[src/rtl/reg_bank_pkg.sv]
// Shared definitions for the register-bank subtract sequencer.
// Holds the data width, the command opcode encoding and the
// controller state encoding so the top level and the bench agree on them.
package reg_bank_pkg;

  localparam int DATA_W = 32;

  typedef enum logic [1:0] {
    OP_LOAD = 2'b00,
    OP_SUB  = 2'b01,
    OP_READ = 2'b10,
    OP_NOP  = 2'b11
  } op_e;

  typedef enum logic [1:0] {
    ST_IDLE = 2'b00,
    ST_READ = 2'b01,
    ST_EXEC = 2'b10,
    ST_RESP = 2'b11
  } state_e;

endpackage

[src/rtl/reg_file_nx32.sv]
// NREG x 32-bit register file.
// Ports:
//   clk, rst          : clock, synchronous active-high clear of every entry
//   rs_addr / rs_data : asynchronous read port A
//   rt_addr / rt_data : asynchronous read port B
//   wr_en, wr_addr,
//   wr_data           : synchronous write port
// Entry 0 always reads as zero and ignores writes.
module reg_file_nx32
  import reg_bank_pkg::*;
#(
  parameter int NREG = 16,
  parameter int AW   = 4
) (
  input  logic              clk,
  input  logic              rst,
  input  logic [AW-1:0]     rs_addr,
  output logic [DATA_W-1:0] rs_data,
  input  logic [AW-1:0]     rt_addr,
  output logic [DATA_W-1:0] rt_data,
  input  logic              wr_en,
  input  logic [AW-1:0]     wr_addr,
  input  logic [DATA_W-1:0] wr_data
);

  logic [DATA_W-1:0] mem [NREG];

  always_ff @(posedge clk) begin
    if (rst) begin
      for (int i = 0; i < NREG; i++) mem[i] <= '0;
    end else if (wr_en && (wr_addr != '0)) begin
      mem[wr_addr] <= wr_data;
    end
  end

  assign rs_data = (rs_addr == '0) ? '0 : mem[rs_addr];
  assign rt_data = (rt_addr == '0) ? '0 : mem[rt_addr];

endmodule

[src/rtl/reg_bank_sub_seq.sv]
// Sequenced register bank with a 32-bit subtractor.
// One command at a time walks IDLE -> READ -> EXEC -> RESP:
//   LOAD rd <= imm, SUB rd <= rs - rt, READ returns rs, NOP returns 0.
// Ports:
//   clk, rst                       : clock, synchronous active-high reset
//   cmd_valid / cmd_ready          : command handshake
//   cmd_op, cmd_rd, cmd_rs, cmd_rt,
//   cmd_imm                        : command fields
//   rsp_valid / rsp_ready          : response handshake
//   rsp_data, rsp_cout, rsp_zero   : result, carry (1 = no borrow), zero flag
module reg_bank_sub_seq
  import reg_bank_pkg::*;
#(
  parameter int NREG = 16,
  parameter int AW   = 4
) (
  input  logic              clk,
  input  logic              rst,
  input  logic              cmd_valid,
  output logic              cmd_ready,
  input  logic [1:0]        cmd_op,
  input  logic [AW-1:0]     cmd_rd,
  input  logic [AW-1:0]     cmd_rs,
  input  logic [AW-1:0]     cmd_rt,
  input  logic [DATA_W-1:0] cmd_imm,
  output logic              rsp_valid,
  input  logic              rsp_ready,
  output logic [DATA_W-1:0] rsp_data,
  output logic              rsp_cout,
  output logic              rsp_zero
);

  // A + ~B + 1 in DATA_W+1 bits; the top bit is the carry out.
  function automatic logic [DATA_W:0] sub_carry(input logic [DATA_W-1:0] a,
                                                input logic [DATA_W-1:0] b);
    return {1'b0, a} + {1'b0, ~b} + {{DATA_W{1'b0}}, 1'b1};
  endfunction

  state_e state, state_nxt;

  op_e               op_p0;
  logic [AW-1:0]     rd_p0, rs_p0, rt_p0;
  logic [DATA_W-1:0] imm_p0;
  logic [DATA_W-1:0] opa_p1, opb_p1;
  logic [DATA_W-1:0] rf_a, rf_b;
  logic [DATA_W:0]   sub_p1;
  logic [DATA_W-1:0] res_data;
  logic              res_cout;
  logic              wr_en;

  always_ff @(posedge clk) begin
    if (rst) state <= ST_IDLE;
    else     state <= state_nxt;
  end

  always_comb begin
    state_nxt = state;
    cmd_ready = 1'b0;
    rsp_valid = 1'b0;
    case (state)
      ST_IDLE: begin
        cmd_ready = 1'b1;
        if (cmd_valid) state_nxt = ST_READ;
      end
      ST_READ: state_nxt = ST_EXEC;
      ST_EXEC: state_nxt = ST_RESP;
      ST_RESP: begin
        rsp_valid = 1'b1;
        if (rsp_ready) state_nxt = ST_IDLE;
      end
      default: state_nxt = ST_IDLE;
    endcase
  end

  // Stage p0: command capture on accept
  always_ff @(posedge clk) begin
    if ((state == ST_IDLE) && cmd_valid) begin
      op_p0  <= op_e'(cmd_op);
      rd_p0  <= cmd_rd;
      rs_p0  <= cmd_rs;
      rt_p0  <= cmd_rt;
      imm_p0 <= cmd_imm;
    end
  end

  reg_file_nx32 #(
    .NREG (NREG),
    .AW   (AW)
  ) u_rf (
    .clk     (clk),
    .rst     (rst),
    .rs_addr (rs_p0),
    .rs_data (rf_a),
    .rt_addr (rt_p0),
    .rt_data (rf_b),
    .wr_en   (wr_en),
    .wr_addr (rd_p0),
    .wr_data (res_data)
  );

  // Stage p1: operand fetch
  always_ff @(posedge clk) begin
    if (state == ST_READ) begin
      opa_p1 <= rf_a;
      opb_p1 <= rf_b;
    end
  end

  assign sub_p1 = sub_carry(opa_p1, opb_p1);

  // Result select and write-back; reset suppresses the write in its cycle.
  always_comb begin
    res_data = '0;
    res_cout = 1'b0;
    wr_en    = 1'b0;
    case (op_p0)
      OP_LOAD: begin
        res_data = imm_p0;
        wr_en    = (state == ST_EXEC) && !rst;
      end
      OP_SUB: begin
        res_data = sub_p1[DATA_W-1:0];
        res_cout = sub_p1[DATA_W];
        wr_en    = (state == ST_EXEC) && !rst;
      end
      OP_READ: res_data = opa_p1;
      default: res_data = '0;
    endcase
  end

  // Stage p2: response registers, held until the handshake
  always_ff @(posedge clk) begin
    if (rst) begin
      rsp_data <= '0;
      rsp_cout <= 1'b0;
      rsp_zero <= 1'b0;
    end else if (state == ST_EXEC) begin
      rsp_data <= res_data;
      rsp_cout <= res_cout;
      rsp_zero <= (res_data == '0);
    end
  end

endmodule

[config.mk]
export PLATFORM = sky130hd
export DESIGN_NAME = reg_bank_sub_seq
export DESIGN_NICKNAME = d
export VERILOG_FILES = /design/src/rtl/reg_bank_pkg.sv /design/src/rtl/reg_file_nx32.sv /design/src/rtl/reg_bank_sub_seq.sv
export SDC_FILE = /design/constraint.sdc
export NUM_CORES = 1
export LEC_CHECK = 0
export ABC_AREA = 0
export CORE_AREA = 3 3 247 431
export CTS_BUF_LIST = sky130_fd_sc_hd__clkbuf_2 sky130_fd_sc_hd__clkbuf_4 sky130_fd_sc_hd__clkbuf_8
export CTS_CLUSTER_DIAMETER = 30
export DETAILED_ROUTE_END_ITERATION = 10
export DIE_AREA = 0 0 250 434
export PLACE_DENSITY_LB_ADDON = 0.25
export SLEW_MARGIN = 5
export SYNTH_ARGS = -nofsm -noshare
export SYNTH_HDL_FRONTEND = slang
export SYNTH_SLANG_ARGS = --single-unit
export TNS_END_PERCENT = 50
[constraint.sdc]
create_clock -name clk -period 4.55 [get_ports clk]
set_clock_uncertainty 0.05 [all_clocks]
set_input_delay 0.91 -clock clk [delete_from_list [all_inputs] [get_ports clk]]
set_output_delay 0.91 -clock clk [all_outputs]
set_load 0.02 [all_outputs]
[After elaboration in Yosys (flattened, before gate mapping)]
Memories as Yosys holds them, arrays and structs flattened. A register that Yosys moved wholly into a read port is not among the register bits.
Cells that the tools add are included.
Storage, ports and cells
  flip-flop bits (word level): 82
  bits in writable memories: 512
  bits of input ports: 50
  output and inout bits: 36
  word-level logic and storage cells: 49
  memories: 1
Memory list
  u_rf.mem: depth 16, bits a word 32, read ports 2, clocked after Yosys merged registers in 2, wr ports 16, line reg_file_nx32.sv:26  | logic [DATA_W-1:0] mem [NREG];
Cells by class
  $add $sub $neg: 2
  eq/ne operators: 7
  mux-type cells: 16
  bitwise operators: 1
  reductions and logical operators: 13
Operators by type and width (number)
  one-hot mux 32 bit (3 select lines): 1
  adder 32 x 32 -> 33 bit: 1
  adder 33 x 1 -> 33 bit, second input constant: 1
  logical NOT 32 bit: 1
  two-way mux 32 bit: 1
  inverter 32 bit: 1
  OR reduction 32 bit: 1
  two-way mux 1 bit: 10
  logical NOT 4 bit: 2
  one-hot mux 2 bit (4 select lines): 1
  equality test 2 bit, second input constant: 3
  equality test 2 x 1 -> 1 bit, second input constant: 2
  logical NOT 2 bit: 2
  two-way mux 2 bit: 2
  two-way mux 4 bit: 1
  != test 2 bit, second input constant: 2
  nonzero test 4 bit: 1
  logical AND 1 bit: 3
  AND reduction 2 bit: 1
  OR reduction 2 bit: 1
  logical NOT 1 bit: 1

[Depth between registers and ports, before layout]
Gate-level depths: netlist of the first run.
  depth in word-level cells: 9
  depth in mapped cells: 14
  mapped depth without buffers: 13

[By module]
From an unflattened synthesis of the first run, not the netlist that was laid out.
Unflattened totals
  cell total of the unflattened synthesis: 2489
  area, all modules: 33110.5 um^2
By module, submodules not included
  reg_file_nx32: times used 1, cells an instance 1778, area each 25572.0 um^2, sequential area each 14443.9 um^2
  reg_bank_sub_seq: times used 1, cells an instance 711, area each 7538.5 um^2, sequential area each 4023.9 um^2

[Worst setup path after synthesis of the first run]
Ideal clock, no wire load.
  kind: flip-flop to flip-flop
  from: register opa_p1[0] (read register of u_rf.mem)
  to: memory u_rf.mem[10][16] (data pin)
  setup time: 266 ps
  arrival time: 2950 ps
  data required time: 4234 ps
  slack: 1284 ps
  cell stages (with the launch flop): 13
  buffers on the path: 1
  clock period less this slack: 3266 ps
  cell sequence: edfxtp_1 inv_1 ha_1 fa_1 nand2b_1 a211oi_2 nor2_1 o311ai_1 o22ai_1 xnor2_1 a21oi_1 clkbuf_1 nor2_1
RTL lines
  from (decl): line reg_bank_sub_seq.sv:44  | logic [DATA_W-1:0] opa_p1, opb_p1;
  to (decl): line reg_file_nx32.sv:26

==> metrics, run 1 <==
slowest library cell on the worst path a21oi_2; CP Class flip-flop to flip-flop; P per Cell Area 572.0 mW/mm^2; Hold Crit Start rsp_data[8]; Syn Area/Cell 14.81 sq um; Die H 434 um; Seq/Total Area, Yosys 58.88%; grt ovf 0; worst min-delay path class flip-flop to flip-flop; # setup viols final 0; Post-synth EDFFs 622; Max H-tree Level 3; Peak VDD IR 775.9 uV; Post CTS Setup Buffer Count 0; part of the power in registers 36.1%; r2r endpoint u_rf.mem[14][28]; drc violations 0; Min Hold Slack 436.8 ps; Fmax 255.0 MHz; most common cell after layout, fill and taps aside edfxtp_1; critical-path maximum fanout 17; RSZ-0062 raised after global routing no; switching power 8.107 mW; Final min period 3922 ps; DR WL/cell 29.52 um; final count of pins violating max slew 0; hold-fix buffer count after cts 0; CTS clk-pin slew, worst paths 70 ps; final wirelength 112300 um; number of distinct library cells after synthesis 66; crit-path cells inv_1 > ha_1 > fa_1 > nand2b_1 > a211oi_2 > o21ai_1 > a311oi_2 > nor2_1 > o21ai_0 > a21oi_1 > xnor2_1 > a21oi_2 > nor2_1; worst r2r path cells 13; TritonCTS clock tree yes; Root Driver clkbuf_8; worst path buffer plus inverter count 1; core area 0.1033 sq mm; Critical Path Start Type flip-flop; leakage power 13.09 nW; post-CTS sizing 0; #FFs+latches synth 658; Row Count 156; Total GRT Usage 20.56%; Async SR Flop Fraction 0%; DRT iter0 DRCs 2147; Final nets 2457; slowest cell delay on critical path 640 ps; Final Hold Viols 0; Placer Congestion 0.9055; Ports 86; clock share of power 25.6%; WHS Path Cells 2; R2R setup slack 630 ps; Hold Path End rsp_data[8]; first-pass GRT wire length 159500 um; Starting Density 31.91%; Layout area overhead 16.29%; internal cell power 13.81 mW; Arr. time, crit path 4360 ps; TritonCTS Sinks 658; DIE AREA 0.1085 sq mm; Post-DP HPWL 66700 um; combinational power share 38.3%; layout cells sized above 1 27.04%; Syn Std Cell Area 0.03295 sq mm; synthesis warning total 0; drt first pass iters 5; vias in the first global route 22690; Critical Path Sink Type flip-flop; TritonCTS buffer count 106; clk_lat worst skew 780 ps; vias per std cell 5.613; post-route ant nets 0; Sw Ratio 36.99%; Vias 21350; post-route clock period utilization 86.20%; Max-slew headroom 25.16%; Final Util 37.11%; clk buf depth 3; Max Cap Viol 0; Post-synth top flop edfxtp_1; Worst Max-Slew Pin Slew 1123 ps; Worst EP required 4990 ps; status finished clean; largest net degree at the start of global routing 130; setup TNS 0 ps; Reg2Reg Launch Point opa_p1[0]; Die Wd 250 um; most frequent cells in the layout edfxtp_1, nor2_1, mux4_2; port bufs 85; top cell family by delay on the critical path compound AO/OA/AOI/OAI gates; fillers 9702; most used cell, CP nor2_1; initial antenna violation count 4; Syn Inst Count 2225
layout make-up:
class / count / area, sq um / area share [%]
clock buffers: 136 / 1709 / 4.461
flip-flops and latches: 658 / 19400 / 50.63
inverters: 39 / 146.4 / 0.3821
well taps: 1343 / 1680 / 4.386
multi-input cells: 1370 / 12890 / 33.64
diodes: 1 / 2.502 / 0.006531
clock inverters: 61 / 583.1 / 1.522
repair buffers: 195 / 1907 / 4.977
worst max path at each step:
stage	from	end	slack, ps	cells after the start
floorplan	opa_p1[0]	u_rf.mem[10][16]	1280	12
global placement	opa_p1[0]	u_rf.mem[6][28]	650	13
detailed placement	opa_p1[0]	u_rf.mem[1][28]	620	13
CTS	opa_p1[0]	u_rf.mem[1][28]	600	13
global route	opa_p1[0]	u_rf.mem[1][28]	380	13
finish	opa_p1[0]	u_rf.mem[14][28]	630	13
sequential cells by signal, indices dropped and copies added (netlist names), 2 cells and up:
register,count
u_rf.mem,512
imm_p0,32
opa_p1,32
opb_p1,32
rsp_data,32
rd_p0,4
rs_p0,4
rt_p0,4
op_p0,2
state,2
per-layer routing:
metal	routed length, um	GRT usage, %	up-vias
met5	8	0	-
met4	5020	9.134	2
met3	8036	3.357	260
met2	60040	37.71	1016
met1	39170	23.49	11250
li1	-	-	8817
power by group through the flow:
stage	combinational [mW]	sequential [mW]	clock, mW
after floorplan	5.44	7.94	0
after global placement	8.34	8.01	0
after detailed placement	8.43	8.02	0
after CTS	8.44	7.91	5.73
after global routing	8.98	7.96	5.97
final	8.40	7.91	5.61
worst register-to-register path, cell delays in order, from the launching register on:
cell and delay [ps]:
edfxtp_1 360, inv_1 50, ha_1 230, fa_1 400, nand2b_1 210, a211oi_2 310
o21ai_1 260, a311oi_2 480, nor2_1 120, o21ai_0 190, a21oi_1 100, xnor2_1 140
a21oi_2 640, nor2_1 100
synth_stat cells, types with 17 or more instances:
library cell	count	area, sq um
a211oi_1	36	270.3
a21oi_1	39	195.2
buf_1	33	123.9
buf_2	17	85.08
clkbuf_1	138	518.0
dfxtp_1	36	720.7
edfxtp_1	622	18680
ha_1	36	450.4
inv_1	39	146.4
mux2i_1	33	330.3
mux4_2	320	7207
nand2_1	41	153.9
nand2b_1	21	131.4
nor2_1	568	2132
nor2b_1	72	450.4
o21ai_0	17	85.08
through the flow:
step           instance area (sq um)  std cells  worst slack [ps]  power (mW)
2_1_floorplan                  33060       2256              1284       13.37
3_3_place_gp                   35990       3604             653.1       16.35
3_5_place_dp                   36020       3605             615.4       16.45
4_1_cts                        38310       3802             603.9       22.08
5_1_grt                        38310       3803             376.7       22.92
6_report                       38310       3803             627.8       21.92
kinds of logic after synthesis:
logic type | Yosys count | synth area share [%]
other cells | 1 | 0.01138
fa+ha+maj | 37 | 1.428
flops | 658 | 58.88
xor+xnor | 19 | 0.5051
buf+inv | 228 | 2.685
compound gates | 174 | 3.885
mux | 353 | 22.88
simple gates | 755 | 9.733
Power figures use the tool's default switching activity.
==> run 2: changes to the inputs <==
- SKIP_LAST_GASP: unset -> 1
==> results of run 2 <==
No change in the layout: final DEF, timing and power equal those of run 1.
